**config.mk**
```make
export PLATFORM = sky130hd
export DESIGN_NAME = pmem_arb
export DESIGN_NICKNAME = d
export VERILOG_FILES = /design/src/rtl/pmem_arb.sv
export SDC_FILE = /design/constraint.sdc
export NUM_CORES = 1
export LEC_CHECK = 0
export CORE_AREA = 2 2 117 119
export DETAILED_ROUTE_END_ITERATION = 8
export DIE_AREA = 0 0 119 121
export REMOVE_ABC_BUFFERS = 1
export SETUP_SLACK_MARGIN = 0.5
export SLEW_MARGIN = 20
export SYNTH_ARGS = -nofsm -noshare
export SYNTH_HDL_FRONTEND = slang
export SYNTH_SLANG_ARGS = --single-unit
export TNS_END_PERCENT = 10
```
**constraint.sdc**
```tcl
create_clock -name clk -period 3.8 [get_ports clk]
set_clock_uncertainty 0.05 [all_clocks]
set_input_delay 0.76 -clock clk [delete_from_list [all_inputs] [get_ports clk]]
set_output_delay 0.76 -clock clk [all_outputs]
set_load 0.05 [all_outputs]
```
**src/rtl/pmem_arb.sv**
```systemverilog
// pmem_arb: two-master arbiter in front of the single physical-memory port.
//   Master 0 is the pager (CPU path) and master 1 is a secondary requester
//   (console/DMA). One master owns the pmem bus at a time. Fairness comes from
//   round-robin on the last-served pointer. m0_lock keeps the bus with the pager
//   across PTE read / data / PTE write sequences. A bus timeout finishes a stuck
//   op with a synthesized nxm.
// Ports:
//   clk, reset            clock, synchronous active-high reset
//   m0_* / m1_*           master request (addr, write data, read, write) and
//                         completion (read data, read/write ack, nxm);
//                         m0_lock keeps the m0 grant after its ack
//   pmem_*                memory request out, completion and read data in
//   grant                 one-hot owner {m0,m1}, 00 when idle
//   timeout               one-cycle pulse on a forced completion
module pmem_arb #(
    parameter int AW      = 22,
    parameter int DW      = 36,
    parameter int TO_W    = 10,
    parameter int TIMEOUT = 1000
) (
    input  logic          clk,
    input  logic          reset,
    input  logic [AW-1:0] m0_addr,
    input  logic [DW-1:0] m0_write_data,
    input  logic          m0_read,
    input  logic          m0_write,
    input  logic          m0_lock,
    output logic [DW-1:0] m0_read_data,
    output logic          m0_read_ack,
    output logic          m0_write_ack,
    output logic          m0_nxm,
    input  logic [AW-1:0] m1_addr,
    input  logic [DW-1:0] m1_write_data,
    input  logic          m1_read,
    input  logic          m1_write,
    output logic [DW-1:0] m1_read_data,
    output logic          m1_read_ack,
    output logic          m1_write_ack,
    output logic          m1_nxm,
    output logic [AW-1:0] pmem_addr,
    output logic [DW-1:0] pmem_write_data,
    output logic          pmem_read,
    output logic          pmem_write,
    input  logic [DW-1:0] pmem_read_data,
    input  logic          pmem_read_ack,
    input  logic          pmem_write_ack,
    input  logic          pmem_nxm,
    output logic [1:0]    grant,
    output logic          timeout
);

    typedef enum logic [1:0] {IDLE, BUSY0, BUSY1, LOCK0} state_t;

    state_t            state_q, state_d;
    logic              last_q, last_d;   // 0: m0 served last, 1: m1 served last
    logic [TO_W-1:0]   cnt_q, cnt_d;

    logic m0_req, m1_req;
    logic own0, own1, drv;
    logic sel_rd, sel_wr;
    logic ack, to_fire, go;
    logic rack, wack, nxm;

    always_comb begin
        m0_req = m0_read | m0_write;
        m1_req = m1_read | m1_write;
        own0   = (state_q == BUSY0) || (state_q == LOCK0);
        own1   = (state_q == BUSY1);
        // LOCK0 only drives the bus while the pager actually has an op up.
        drv    = (state_q == BUSY0) || (state_q == BUSY1) ||
                 ((state_q == LOCK0) && m0_req);

        // Read has priority when a master raises both.
        sel_rd = own1 ? m1_read : m0_read;
        sel_wr = own1 ? (m1_write & ~m1_read) : (m0_write & ~m0_read);

        ack     = drv & (pmem_read_ack | pmem_write_ack);
        // A real ack in the timeout cycle wins over the forced completion.
        to_fire = drv & ~ack & (cnt_q == TO_W'(TIMEOUT));
        go      = ~reset & drv & ~to_fire;

        pmem_read       = go & sel_rd;
        pmem_write      = go & sel_wr;
        pmem_addr       = own1 ? m1_addr : m0_addr;
        pmem_write_data = own1 ? m1_write_data : m0_write_data;

        rack = ~reset & drv & (pmem_read_ack  | (to_fire & sel_rd));
        wack = ~reset & drv & (pmem_write_ack | (to_fire & sel_wr));
        nxm  = ~reset & drv & (pmem_nxm | to_fire);

        m0_read_ack  = own0 & rack;
        m0_write_ack = own0 & wack;
        m0_nxm       = own0 & nxm;
        m1_read_ack  = own1 & rack;
        m1_write_ack = own1 & wack;
        m1_nxm       = own1 & nxm;
        m0_read_data = pmem_read_data;
        m1_read_data = pmem_read_data;

        grant   = reset ? 2'b00 : {own0, own1};
        timeout = ~reset & to_fire;
    end

    always_comb begin
        state_d = state_q;
        last_d  = last_q;
        cnt_d   = cnt_q;
        case (state_q)
            IDLE: begin
                if (m0_req && (!m1_req || last_q))
                    state_d = BUSY0;
                else if (m1_req)
                    state_d = BUSY1;
            end
            default: begin
                if (drv) begin
                    if (ack || to_fire) begin
                        last_d  = own1;
                        cnt_d   = '0;
                        // Forced completion always releases the lock.
                        state_d = (ack && own0 && m0_lock) ? LOCK0 : IDLE;
                    end else begin
                        cnt_d = cnt_q + 1'b1;
                    end
                end else if ((state_q == LOCK0) && !m0_lock) begin
                    state_d = IDLE;
                end
            end
        endcase
    end

    always_ff @(posedge clk) begin
        if (reset) begin
            state_q <= IDLE;
            last_q  <= 1'b1;
            cnt_q   <= '0;
        end else begin
            state_q <= state_d;
            last_q  <= last_d;
            cnt_q   <= cnt_d;
        end
    end

endmodule

```
# Yosys cells after proc, flatten, opt, wreduce, memory -nomap -nowiden
# Index checks and enable logic that the tools add are counted.
# op_classes
addsub	1
mux	13
n_eq_ne	6
n_bitwise	33
reduce_logical	17
# op_table
operator	count
$mux W36	1
$mux W22	1
$and A1 B1 Y1	21
$mux W2	8
$add A10 B1 Y10 const B	1
$eq A10 B10 Y1 const B	1
$mux W10	1
$not A1 Y1	6
$or A1 B1 Y1	6
$reduce_and A3 Y1	2
$logic_and A1 B1 Y1	5
$logic_or A1 B1 Y1	5
$eq A2 B2 Y1 const B	2
$ne A3 B1 Y1 const B	1
$ne A3 B3 Y1 const B	1
$reduce_bool A3 Y1	1
$eq A2 B1 Y1 const B	1
$logic_not A1 Y1	2
$logic_not A2 Y1	1
$mux W1	2
$reduce_and A2 Y1	1
# word_totals
reg_bits	13
out_inout_bits	141
inputBits	162
elab_cells	73

# Depth between registers and ports, before layout
# Gate-level depths: netlist of the first run.
# depth
depth_word	11
mapped_depth	7
mapped_depth_nobuf	6

# Least setup slack after synthesis of the first run
# No wires, ideal clock.
# synth_path
path_type	input to output
start	in pmem_write_ack
end	out m1_write_ack
stages	4
t_required_ns	2.990
arrival_ns	2.512
path_buffers	0
path_slack_ns	0.478
path_cell_list	or4b_4 > a2111oi_4 > a21oi_1 > nor2_1
# synth_between
elab_chain_len	9
# synth_lines
item	line	text
start, declared	46	input logic pmem_write_ack,
$or A1 B1 Y1	77	ack = drv & (pmem_read_ack | pmem_write_ack);
$and A1 B1 Y1	77	
$not A1 Y1	79	to_fire = drv & ~ack & (cnt_q == TO_W'(TIMEOUT));
$and A1 B1 Y1 (2 in series)	79	
$and A1 B1 Y1	88	wack = ~reset & drv & (pmem_write_ack | (to_fire & sel_wr));
$or A1 B1 Y1 (*)	88	
$and A1 B1 Y1 (*)	88	
$and A1 B1 Y1 (*)	95	m1_write_ack = own1 & wack;
end, declared	38	output logic m1_write_ack,
# Every way passes the cells marked *; elsewhere a longest branch is shown, timed or not.

# Worst setup path in the final report of the first run
# layout_path
start	reg state_q[0]
end	out pmem_write_data[7]
# layout_between
elab_chain_len	2
# layout_lines
item	line	text
start, declared	54	state_t state_q, state_d;
start signal, assigned	138	state_q <= state_d;
$eq A2 B2 Y1	68	own1 = (state_q == BUSY1);
net own1	59	logic own0, own1, drv;
$mux W36	85	pmem_write_data = own1 ? m1_write_data : m0_write_data;
end, declared	41	output logic [DW-1:0] pmem_write_data,
# The timed path passes the listed nets, and every way through them passes these cells.

==> flow_summary.json, run 1 <==
{
  "clockRootBuffer": "sky130_fd_sc_hd__clkbuf_16",
  "achievable-frequency_ghz": 0.300,
  "synth_xor_area_frac": 0.00806,
  "postLayoutCoreUtil": 0.305,
  "placed_cells": 545,
  "io_buffers": 194,
  "cp_data_arrival_time_ps": 2520,
  "antenna_found_initial": 0,
  "antenna_viol_nets_final": 0,
  "placementRows": 42,
  "dieWidth_um": 119,
  "hold_path_class": "reg2reg",
  "cts.reportedPaths.clkPinSlew_ps": 50,
  "worstMarginPinSlew_ps": 819,
  "fillerInstances": 1312,
  "drt-total-wl_um": 18100,
  "synth_compound_gate_area_share": 0.144,
  "areaGrowthSynthToFinish_pct": 83.7,
  "busiest_layer_in_global_routing": "met2",
  "gp_congestion": 1.00,
  "element_type_at_the_critical_path_end": "output port",
  "max-cap-violations": 0,
  "post_synth_and_or_nand_nor_area_fraction": 0.103,
  "synth_seq_area_share": 0.120,
  "run_status": "finished clean",
  "grt_first_pass_wirelength_um": 22800,
  "final_cell_count_no_fill": 550,
  "synth.mux.area_fraction": 0.310,
  "place_hpwl_um": 16400,
  "tritoncts": "yes",
  "finalCriticalPeriod_ps": 3330,
  "synth_fa_ha_area_frac": 0.0346,
  "grt.overflow.total": 0,
  "floorplan.core_area_um2": 13100,
  "grt.met2_usage": 0.385,
  "final.period_utilization": 0.876,
  "power_density_nw_per_um2": 447,
  "grt_max_degree": 31,
  "postCtsHoldBufs": 0,
  "synthCells": 254,
  "final-max-slew-violation-count": 0,
  "io_pins": 303,
  "vias_in_the_first_global_route": 2577,
  "n_antenna_cell": 0,
  "stdcell_area_um2": 3990,
  "criticalPathCategory": "reg2out",
  "die_h_um": 121,
  "drt_pass1_iterations": 4,
  "globalRouteMet3Util": 0.225,
  "maximum_fanout_along_the_worst_path": 19,
  "hold_viol": 0,
  "design.die.area_um2": 14400,
  "power.ir.vdd_worst_v": 0.000181,
  "post_synth.cell_area_avg_um2": 8.55,
  "finalSetupViolations": 0,
  "critPathRequiredTime_ps": 2990,
  "avg_wl_per_cell_um": 32.9,
  "crit_buf_inv": 3,
  "layout.cells.most_common_list": "sky130_fd_sc_hd__clkdlybuf4s50_1, sky130_fd_sc_hd__mux2_2, sky130_fd_sc_hd__dfxtp_1",
  "start_util": 0.166,
  "finish.net_count": 543,
  "drt-vias-per-instance": 4.43,
  "path_cells": "inv_1 > ha_4 > buf_4 > mux2_2 > clkdlybuf4s50_1",
  "synth.ff_latch_count": 13,
  "critical-path-max-stage-delay_ps": 780,
  "cts_buffer_depth": 2,
  "share_of_final_layout_standard_cells_stronger_than_drive_strength_1": 0.249,
  "worst_setup_path_start_kind": "register",
  "drt_drc_violations_left": 0,
  "cp_slowest_cell": "sky130_fd_sc_hd__clkdlybuf4s50_1",
  "synth_top_family_by_area": "multiplexers",
  "htree_num_levels": 1,
  "num_vias": 2439,
  "grt_setup_unrepaired": "yes",
  "worstSkewPairLatency_ps": 240,
  "cell_area_synth_um2": 2170,
  "final_common_cell": "sky130_fd_sc_hd__clkdlybuf4s50_1",
  "critPathTopFamily": "buffers and inverters",
  "placed_area_um2": 3850,
  "slew_headroom": 0.454,
  "yosys_warnings": 0,
  "drtIter0Drc": 125,
  "p_leak_nw": 1.41,
  "cts_inserted_buffers": 3,
  "finalPower_w": 0.00178,
  "synth.distinct_cells": 36,
  "grt_use_met1": 0.219,
  "grt_util_all_layers": 0.242,
  "clock_sinks": 13
}
[repair_timing]
item                       CTS  global route
setup endpoints to repair   56            40
buffers inserted             1             0
pin swaps                    5             4
hold endpoints to repair     0             0
gates resized for setup     14             7
[path summary, 6_finish.rpt]
check	slack, ps	endpoint	depth (start not counted)	startpoint
setup / recovery	470	pmem_write_data[7]	5	state_q[0]
hold / removal	430	cnt_q[9]	2	cnt_q[9]
setup reg to reg	1590	cnt_q[8]	5	state_q[1]
hold reg to reg	430	cnt_q[9]	2	cnt_q[9]
[cell usage after synthesis]
cell type	instances	area share
sky130_fd_sc_hd__o31ai_1	4	0.014
sky130_fd_sc_hd__or4b_4	1	0.0063
sky130_fd_sc_hd__nor2b_1	4	0.012
sky130_fd_sc_hd__nand3b_1	1	0.0035
sky130_fd_sc_hd__or4_1	3	0.010
sky130_fd_sc_hd__nand3_1	4	0.0092
sky130_fd_sc_hd__buf_4	72	0.25
sky130_fd_sc_hd__o21ai_0	9	0.021
sky130_fd_sc_hd__o31a_4	1	0.0081
sky130_fd_sc_hd__or3b_2	1	0.0040
sky130_fd_sc_hd__a221oi_4	1	0.012
sky130_fd_sc_hd__clkbuf_1	9	0.016
sky130_fd_sc_hd__o21bai_1	3	0.010
sky130_fd_sc_hd__dfxtp_1	13	0.12
sky130_fd_sc_hd__nor2_1	13	0.022
sky130_fd_sc_hd__nand2_1	6	0.010
sky130_fd_sc_hd__a2111oi_0	2	0.0081
sky130_fd_sc_hd__or3_1	3	0.0086
sky130_fd_sc_hd__inv_1	9	0.016
sky130_fd_sc_hd__or2_2	1	0.0029
sky130_fd_sc_hd__mux2_2	59	0.31
sky130_fd_sc_hd__nand2b_1	2	0.0058
sky130_fd_sc_hd__o32ai_1	1	0.0040
sky130_fd_sc_hd__ha_1	6	0.035
sky130_fd_sc_hd__a211oi_1	1	0.0035
sky130_fd_sc_hd__o21bai_2	1	0.0052
sky130_fd_sc_hd__o41a_2	1	0.0058
sky130_fd_sc_hd__xnor2_1	2	0.0081
sky130_fd_sc_hd__and3_1	1	0.0029
sky130_fd_sc_hd__a21oi_1	14	0.032
sky130_fd_sc_hd__o21a_1	1	0.0035
sky130_fd_sc_hd__o2111ai_1	1	0.0040
sky130_fd_sc_hd__nand4_1	1	0.0029
sky130_fd_sc_hd__a2111oi_4	1	0.013
sky130_fd_sc_hd__mux2i_1	1	0.0046
sky130_fd_sc_hd__nor3_1	1	0.0023
[power breakdown]
group | leakage, nW | internal [W] | switching [W] | total, W
sequential | 0.105 | 0.000155 | 0.0000189 | 0.000174
clock | 0.0382 | 0.000142 | 0.0000589 | 0.000200
combinational | 1.27 | 0.000556 | 0.000852 | 0.00141
total | 1.41 | 0.000853 | 0.000929 | 0.00178
[sequential cells by signal (all words and copies together) (netlist names)]
signal and flops:
cnt_q 10, last_q 1, state_q 2
[routing by layer]
| layer | routed length, um | vias to the layer above |
|---|---|---|
| met5 | 40 | - |
| met4 | 617 | 2 |
| met3 | 3550 | 20 |
| met2 | 8140 | 252 |
| met1 | 5730 | 1105 |
| li1 | - | 1060 |
[through the flow]
stage	setup slack [ps]	setup TNS, ps	hold WS (ps)
floorplan	-40.9	-98.9	397
global placement	194	0	415
detailed placement	192	0	436
CTS	466	0	439
global route	382	0	465
finish	470	0	431
[kinds of logic (layout without fill, tap and decap cells)]
| kind of cell | after synthesis | in the layout |
|---|---|---|
| AND/OR/NAND/NOR | 42 | 42 |
| buffers and inverters | 90 | 210 |
| XOR/XNOR | 2 | 2 |
| AO/OA/AOI/OAI | 41 | 41 |
| adder cells (fa/ha/maj) | 6 | 6 |
| multiplexers | 60 | 60 |
| flip-flops | 13 | 13 |
[worst reg2reg max path, delay by kind of cell (launching register included)]
| kind | cells | cell delay (ps) |
|---|---|---|
| AOI/OAI and AO/OA | 3 | 740 |
| adders and majority gates | 1 | 330 |
| DFF | 1 | 400 |
| and+or+nand+nor | 1 | 610 |
[area by class of cell]
type,count,area (um^2),area share
Multi-Input combinational cell,151,1350,0.337
Clock buffer,4,78.8,0.0198
Tap cell,176,220,0.0552
Inverter,9,33.8,0.00847
Sequential cell,13,260,0.0652
Timing Repair Buffer,197,2050,0.514
Power figures use the tool's default switching activity.
==> inputs of run 2 (changes only) <==
CAP_MARGIN = 40   (was default)
==> results of run 2 <==
Final layout, timing and power as in run 1 (identical DEF).
